## config.mk

```make
export PLATFORM = sky130hd
export DESIGN_NAME = cpu_core
export DESIGN_NICKNAME = d
export VERILOG_FILES = /design/src/rtl/cpu_pkg.sv /design/src/rtl/cpu_alu.sv /design/src/rtl/cpu_core.sv
export SDC_FILE = /design/constraint.sdc
export NUM_CORES = 2
export LEC_CHECK = 0
export CAP_MARGIN = 10
export CORE_ASPECT_RATIO = 2
export CORE_MARGIN = 2
export CORE_UTILIZATION = 40
export DETAILED_ROUTE_END_ITERATION = 6
export GPL_TIMING_DRIVEN = 0
export PLACE_DENSITY = 0.59
export SLEW_MARGIN = 10
export SYNTH_ARGS = -nofsm -noshare
export SYNTH_HDL_FRONTEND = slang
export SYNTH_SLANG_ARGS = --single-unit
```

## constraint.sdc

```tcl
create_clock -name clk -period 8 [get_ports clk]
set_input_delay 1.6 -clock clk [delete_from_list [all_inputs] [get_ports clk]]
set_output_delay 1.6 -clock clk [all_outputs]
set_load 0.005 [all_outputs]
```

## src/rtl/cpu_pkg.sv

```systemverilog
// Shared definitions for the multi-cycle register CPU: instruction fields,
// opcode and sequencer state encodings, and opcode classification helpers.
package cpu_pkg;

  localparam int INSN_W = 8;
  localparam int OP_MSB = 7;
  localparam int OP_LSB = 4;
  localparam int RD_MSB = 3;
  localparam int RD_LSB = 2;
  localparam int RS_MSB = 1;
  localparam int RS_LSB = 0;

  typedef enum logic [3:0] {
    OP_NOP   = 4'h0,
    OP_ADD   = 4'h1,
    OP_SUB   = 4'h2,
    OP_AND   = 4'h3,
    OP_OR    = 4'h4,
    OP_XOR   = 4'h5,
    OP_MOV   = 4'h6,
    OP_LDI   = 4'h7,
    OP_LD    = 4'h8,
    OP_ST    = 4'h9,
    OP_JZ    = 4'hA,
    OP_SHL   = 4'hB,
    OP_SHR   = 4'hC,
    OP_RSV_D = 4'hD,
    OP_RSV_E = 4'hE,
    OP_HALT  = 4'hF
  } opcode_e;

  typedef enum logic [2:0] {
    S_IDLE   = 3'd0,
    S_FETCH  = 3'd1,
    S_DECODE = 3'd2,
    S_IMM    = 3'd3,
    S_EXEC   = 3'd4,
    S_MEM    = 3'd5,
    S_HALT   = 3'd6
  } state_e;

  // Opcodes whose ALU result is written to rd and which update the zero flag.
  function automatic logic alu_writes_rd(opcode_e op);
    case (op)
      OP_ADD, OP_SUB, OP_AND, OP_OR, OP_XOR,
      OP_MOV, OP_LDI, OP_SHL, OP_SHR: return 1'b1;
      default:                        return 1'b0;
    endcase
  endfunction

  // Opcodes that carry a second (immediate) instruction word.
  function automatic logic has_imm(opcode_e op);
    return (op == OP_LDI) || (op == OP_JZ);
  endfunction

endpackage

```

## src/rtl/cpu_alu.sv

```systemverilog
// Combinational ALU: rd-op-rs arithmetic/logic, moves and single-bit shifts.
// Operand a is the rd register, b is rs (or the immediate for LDI).
module cpu_alu
  import cpu_pkg::*;
#(
  parameter int DATA_W = 8
) (
  input  logic [3:0]        op,
  input  logic [DATA_W-1:0] a,
  input  logic [DATA_W-1:0] b,
  output logic [DATA_W-1:0] result,
  output logic              zero
);

  always_comb begin
    result = '0;
    case (opcode_e'(op))
      OP_ADD:         result = a + b;
      OP_SUB:         result = a - b;
      OP_AND:         result = a & b;
      OP_OR:          result = a | b;
      OP_XOR:         result = a ^ b;
      OP_MOV, OP_LDI: result = b;
      OP_SHL:         result = {b[DATA_W-2:0], 1'b0};
      OP_SHR:         result = {1'b0, b[DATA_W-1:1]};
      default:        result = '0;
    endcase
    zero = (result == '0);
  end

endmodule

```

## src/rtl/cpu_core.sv

```systemverilog
// Multi-cycle register CPU: handshaked program load into instruction memory,
// start/halt run control and a FETCH/DECODE/IMM/EXEC/MEM sequencer.
module cpu_core
  import cpu_pkg::*;
#(
  parameter  int DATA_W     = 8,
  parameter  int NREGS      = 4,
  parameter  int IMEM_DEPTH = 256,
  parameter  int DMEM_DEPTH = 16,
  localparam int PC_W       = $clog2(IMEM_DEPTH),
  localparam int DA_W       = $clog2(DMEM_DEPTH)
) (
  input  logic              clk,
  input  logic              reset,
  input  logic              load_en,
  input  logic              load_valid,
  input  logic [7:0]        load_data,
  output logic              load_ready,
  input  logic              start,
  output logic              busy,
  output logic              halted,
  output logic [PC_W-1:0]   pc,
  output logic [7:0]        instruction,
  output logic [DATA_W-1:0] alu_result,
  output logic              zero
);

  localparam int RI_W = (NREGS > 1) ? $clog2(NREGS) : 1;

  state_e state_q;
  state_e state_d;

  logic [INSN_W-1:0] imem [IMEM_DEPTH];
  logic [DATA_W-1:0] dmem [DMEM_DEPTH];
  logic [DATA_W-1:0] regs [NREGS];

  logic [PC_W-1:0]   load_ptr;
  logic [INSN_W-1:0] imm_q;
  logic [DATA_W-1:0] dmem_q;

  opcode_e           op;
  logic [RI_W-1:0]   rd_idx;
  logic [RI_W-1:0]   rs_idx;
  logic [DATA_W-1:0] rd_val;
  logic [DATA_W-1:0] rs_val;
  logic [DATA_W-1:0] alu_b;
  logic [DATA_W-1:0] alu_res;
  logic              alu_zero;

  logic [PC_W-1:0]   pc_inc;
  logic [PC_W-1:0]   load_ptr_inc;
  logic              start_ok;
  logic              load_fire;
  logic              alu_we;
  logic              ld_re;
  logic              ld_we;
  logic              st_we;
  logic              jz_taken;

  assign op     = opcode_e'(instruction[OP_MSB:OP_LSB]);
  assign rd_idx = instruction[RD_LSB +: RI_W];
  assign rs_idx = instruction[RS_LSB +: RI_W];
  assign rd_val = regs[rd_idx];
  assign rs_val = regs[rs_idx];
  assign alu_b  = (op == OP_LDI) ? DATA_W'(imm_q) : rs_val;

  // Explicit wrap keeps non-power-of-two memory depths well behaved.
  assign pc_inc       = (pc == PC_W'(IMEM_DEPTH - 1)) ? '0 : pc + 1'b1;
  assign load_ptr_inc = (load_ptr == PC_W'(IMEM_DEPTH - 1)) ? '0 : load_ptr + 1'b1;

  // start is honoured only from IDLE/HALT and never while a load is requested.
  assign start_ok  = start & ~load_en & ((state_q == S_IDLE) | (state_q == S_HALT));
  assign load_fire = load_ready & load_valid;

  cpu_alu #(.DATA_W(DATA_W)) u_alu (
    .op     (instruction[OP_MSB:OP_LSB]),
    .a      (rd_val),
    .b      (alu_b),
    .result (alu_res),
    .zero   (alu_zero)
  );

  always_ff @(posedge clk or posedge reset) begin
    if (reset) state_q <= S_IDLE;
    else       state_q <= state_d;
  end

  always_comb begin
    state_d = state_q;
    case (state_q)
      S_IDLE:   if (start_ok) state_d = S_FETCH;
      S_FETCH:  state_d = S_DECODE;
      S_DECODE: begin
        if (has_imm(op))         state_d = S_IMM;
        else if (op == OP_HALT)  state_d = S_HALT;
        else                     state_d = S_EXEC;
      end
      S_IMM:    state_d = S_EXEC;
      S_EXEC:   state_d = (op == OP_LD) ? S_MEM : S_FETCH;
      S_MEM:    state_d = S_FETCH;
      S_HALT:   if (start_ok) state_d = S_FETCH;
      default:  state_d = S_IDLE;
    endcase
  end

  always_comb begin
    busy       = 1'b0;
    halted     = 1'b0;
    load_ready = 1'b0;
    alu_we     = 1'b0;
    ld_re      = 1'b0;
    ld_we      = 1'b0;
    st_we      = 1'b0;
    jz_taken   = 1'b0;
    case (state_q)
      S_IDLE: load_ready = load_en & ~reset;
      S_HALT: halted = 1'b1;
      S_EXEC: begin
        busy     = 1'b1;
        alu_we   = alu_writes_rd(op);
        ld_re    = (op == OP_LD);
        st_we    = (op == OP_ST);
        jz_taken = (op == OP_JZ) & zero;
      end
      S_MEM: begin
        busy  = 1'b1;
        ld_we = 1'b1;
      end
      default: busy = 1'b1;
    endcase
  end

  // Sequencer-owned registers: program counter, load pointer, instruction.
  always_ff @(posedge clk or posedge reset) begin
    if (reset) begin
      pc          <= '0;
      load_ptr    <= '0;
      instruction <= '0;
    end else begin
      if (start_ok)
        pc <= '0;
      else if ((state_q == S_FETCH) || (state_q == S_IMM))
        pc <= pc_inc;
      else if (jz_taken)
        pc <= PC_W'(imm_q);

      if (start_ok)
        load_ptr <= '0;
      else if (load_fire)
        load_ptr <= load_ptr_inc;

      if (state_q == S_FETCH)
        instruction <= imem[pc];
    end
  end

  // Memories: synchronous reads, contents survive reset.
  always_ff @(posedge clk) begin
    if (load_fire)
      imem[load_ptr] <= load_data;
    if (state_q == S_IMM)
      imm_q <= imem[pc];
    if (st_we)
      dmem[rd_val[DA_W-1:0]] <= rs_val;
    if (ld_re)
      dmem_q <= dmem[rs_val[DA_W-1:0]];
  end

  // Architectural register file and flags; LD writes back one cycle after EXEC.
  always_ff @(posedge clk or posedge reset) begin
    if (reset) begin
      for (int i = 0; i < NREGS; i++) regs[i] <= '0;
      alu_result <= '0;
      zero       <= 1'b0;
    end else begin
      if (alu_we) begin
        regs[rd_idx] <= alu_res;
        alu_result   <= alu_res;
        zero         <= alu_zero;
      end else if (ld_we) begin
        regs[rd_idx] <= dmem_q;
      end
    end
  end

endmodule

```

==> results.yml <==
power:
  powerDensity_nw_per_um2: 374
  comb_power_share_pct: 39.0
  swShare_pct: 39.6
  ir_drop_mv: 0.306
  p_clk_share_pct: 25.1
  p_int_mw: 22.9
  switchingPower_mw: 15.0
  total_leakage_power_nw: 31.5
  p_total_mw: 38.0
  pwr-share-seq_pct: 35.9
synthesis:
  yosys-top-cells-area: "edfxtp_1, mux4_2, dfrtp_1, mux2i_1, nor2_1"
  synthTopCellsByCount: "edfxtp_1, mux4_2, nor2_1"
  syn_area_per_cell_um2: 19.9
  ys_async_sr_fraction_pct: 3.01
  yosysTopAreaCellShare_pct: 73.3
  synthCells: 4524
  yosysSeqAreaShare_pct: 75.1
  synth.most_common_cell: "edfxtp_1"
  synth_edf_count: 2192
  syn-cell-area_um2: 89900
  synth_seq_cells: 2260
  yosysUniqueCellTypes: 81
  yosysWarnings: 0
  synth-main-ff-cell: "edfxtp_1"
  syn_nets: 4567
  synth_area_leader_cell: "edfxtp_1"
timing:
  max_slew.worst_pin.slew_ns: 1.44
  tns_ns: 0
  skew_ns: 0.0938
  post-route-min-period_ns: 6.70
  setup_violations: 0
  post-route-period-util_pct: 83.8
  rsz0062_at_grt: "false"
  maxSlewViolCount: 0
  maxSlewHeadroom_pct: 3.81
  timing.fmax_mhz: 149
  report.final.hold_viol_count: 0
routing:
  dr.first_iter.drc_count: 9641
  dr_total_vias: 52900
  ant_nets: 0
  wl_per_cell_um: 45.2
  viasPerCell: 6.64
  drtPass1Iterations: 7
  drt-total-wl_um: 360000
  drc_errors: 0
final_layout:
  stdcell_area_um2: 101000
  fillCellCount: 18900
  final_cells: 7973
  nNetsFinal: 4861
  drive_gt1_share_pct: 22.5
  area_growth_pct: 12.9
  postLayoutCoreUtil_pct: 45.3
placement:
  hpwl_um: 240000
  gp_congestion: 1.04
  placed_area_um2: 95200
  numPortBuffers: 40
  dp.cells: 7584
clock_network:
  post_cts.repair.setup_buffers: 0
  numCtsBuffers: 207
  cts_resized: 0
  cts_tree: "yes"
  clk_latency_ns: 0.90
  clock-sinks: 2260
  clk_pin_slew_ns: 0.07
  clockBufferDepth: 4
  cts.htree.levels: 4
  cts_hold_buf: 0
  clock-root-buffer: "clkbuf_16"
worst_setup_path:
  cp-start-kind: "register"
  critPathRequiredTime_ns: 8.53
  crit_path_end_kind: "register"
  crit_buf_inv: 5
  cp_common_cell: "buf_2"
  crit_fanout: 10
  cp_slowest_stage_delay_ns: 0.98
  slowest_stage: "buf_2"
  crit_path_cell_trace: "buf_2 > buf_2 > buf_2 > buf_2 > buf_2 > mux4_2 > nand2_1 > a21oi_1 > nor3_1 > a31oi_1 > o211ai_1 > nand2_1"
  cp.arrival_ns: 7.23
  cp_top_family: "buffers and inverters"
  crit_type: "register to register"
floorplan:
  core_area_um2: 224000
  die_area_um2: 229000
  die_h_um: 674
  num_rows: 246
  pin_count: 41
  start_util_pct: 40.2
  dieWidth_um: 339
grt:
  grt_max_degree: 145
  grt_usage_pct: 31.0
  grt_pass1_vias: 49800
  antenna_found_initial: 33
  grt_pass1_wl_um: 467000
  grt_overflow: 0
flow_run:
  drv_cap: 0
outcome:
  status: "finished, final reports clean"
hold_path:
  hold_path_class: "register to register"
==> cells in the final DEF, fill, tap and decap left out, types with 46 or more instances in the layout <==
| cell type | instances |
|---|---|
| dfrtp_1 | 68 |
| clkbuf_1 | 127 |
| nand2_1 | 125 |
| a22oi_1 | 80 |
| clkbuf_16 | 209 |
| clkbuf_2 | 53 |
| nor2_1 | 361 |
| mux2_2 | 82 |
| clkinv_1 | 46 |
| mux4_2 | 493 |
| a21oi_1 | 73 |
| mux2i_1 | 168 |
| edfxtp_1 | 2192 |
| buf_2 | 90 |
==> kinds of logic (layout without fill, tap and decap cells) <==
family          count (synthesis)  in the layout  synth area share [%]
compound gates                487            487                  3.93
mux                           744            744                  15.3
simple gates                  681            681                  3.40
fa+ha+maj                      30             30                 0.426
flops                        2260           2260                  75.1
xor+xnor                       16             16                 0.156
other cells                     0             17                     0
buf+inv                       306            762                  1.68
==> worst reg2reg max path: stages, from the launching register on <==
cell,delay (ns)
dfrtp_1,0.57
buf_2,0.28
buf_2,0.62
buf_2,0.69
buf_2,1.03
buf_2,0.92
mux4_2,0.44
nand2_1,0.10
a21oi_1,0.10
nor3_1,0.40
a31oi_1,0.21
o211ai_1,0.93
nand2_1,0.13
==> final timing paths <==
path / cells past startpoint / from / slack [ns] / end
worst max-delay path: 12 / pc[1] / 1.30 / imm_q[3]
worst min-delay path: 1 / alu_result[0] / 0.49 / alu_result[0]
worst max register to register: 12 / pc[1] / 1.30 / imm_q[3]
worst min register to register: 1 / alu_result[0] / 0.49 / alu_result[0]
max in group asynchronous: 3 / reset / 6.44 / load_ptr[1]
min in group asynchronous: 2 / reset / 1.03 / alu_result[4]
==> sequential cells by signal (all words and copies together), names as in the netlist <==
register,flops
pc,8
imem,2048
dmem,128
instruction,8
alu_result,8
regs,32
load_ptr,8
dmem_q,8
zero,1
state_q,3
imm_q,8
==> per-stage QoR <==
| step | hold WS [ns] | setup WS, ns |
|---|---|---|
| floorplan | 0.460 | 3.39 |
| global placement | 0.476 | -2.49 |
| detailed placement | 0.483 | 1.66 |
| CTS | 0.497 | 1.84 |
| global route | 0.509 | 1.72 |
| finish | 0.491 | 1.30 |
==> per-layer routing <==
layer / up-vias / share of wire (%) / track usage, %
li1: 19200 / - / -
met1: 27800 / 33 / 37.5
met2: 4624 / 43 / 45.0
met3: 1285 / 14 / 10.3
met4: 24 / 10 / 26.1
met5: - / 0.042 / 0
==> area by class of cell <==
type	instances	area (um^2)	area share, %
Timing Repair Buffer	85	1460	1.44
Clock inverter	107	810	0.798
Inverter	33	126	0.125
Antenna cell	17	42.5	0.0419
Clock buffer	264	5450	5.37
Multi-Input combinational cell	1958	20900	20.6
Tap cell	2976	3720	3.67
Buffer	273	1470	1.45
Sequential cell	2260	67500	66.5
==> power by group through the flow <==
stage,Combinational (mW),Clock (mW),Sequential [mW]
floorplan,6.64,0,13.7
finish,14.8,9.54,13.6
global route,14.5,9.92,13.6
detailed placement,14.0,0,13.9
CTS,14.1,9.49,13.6
global placement,13.7,0,14.0
(Power assumes the default switching activity.)
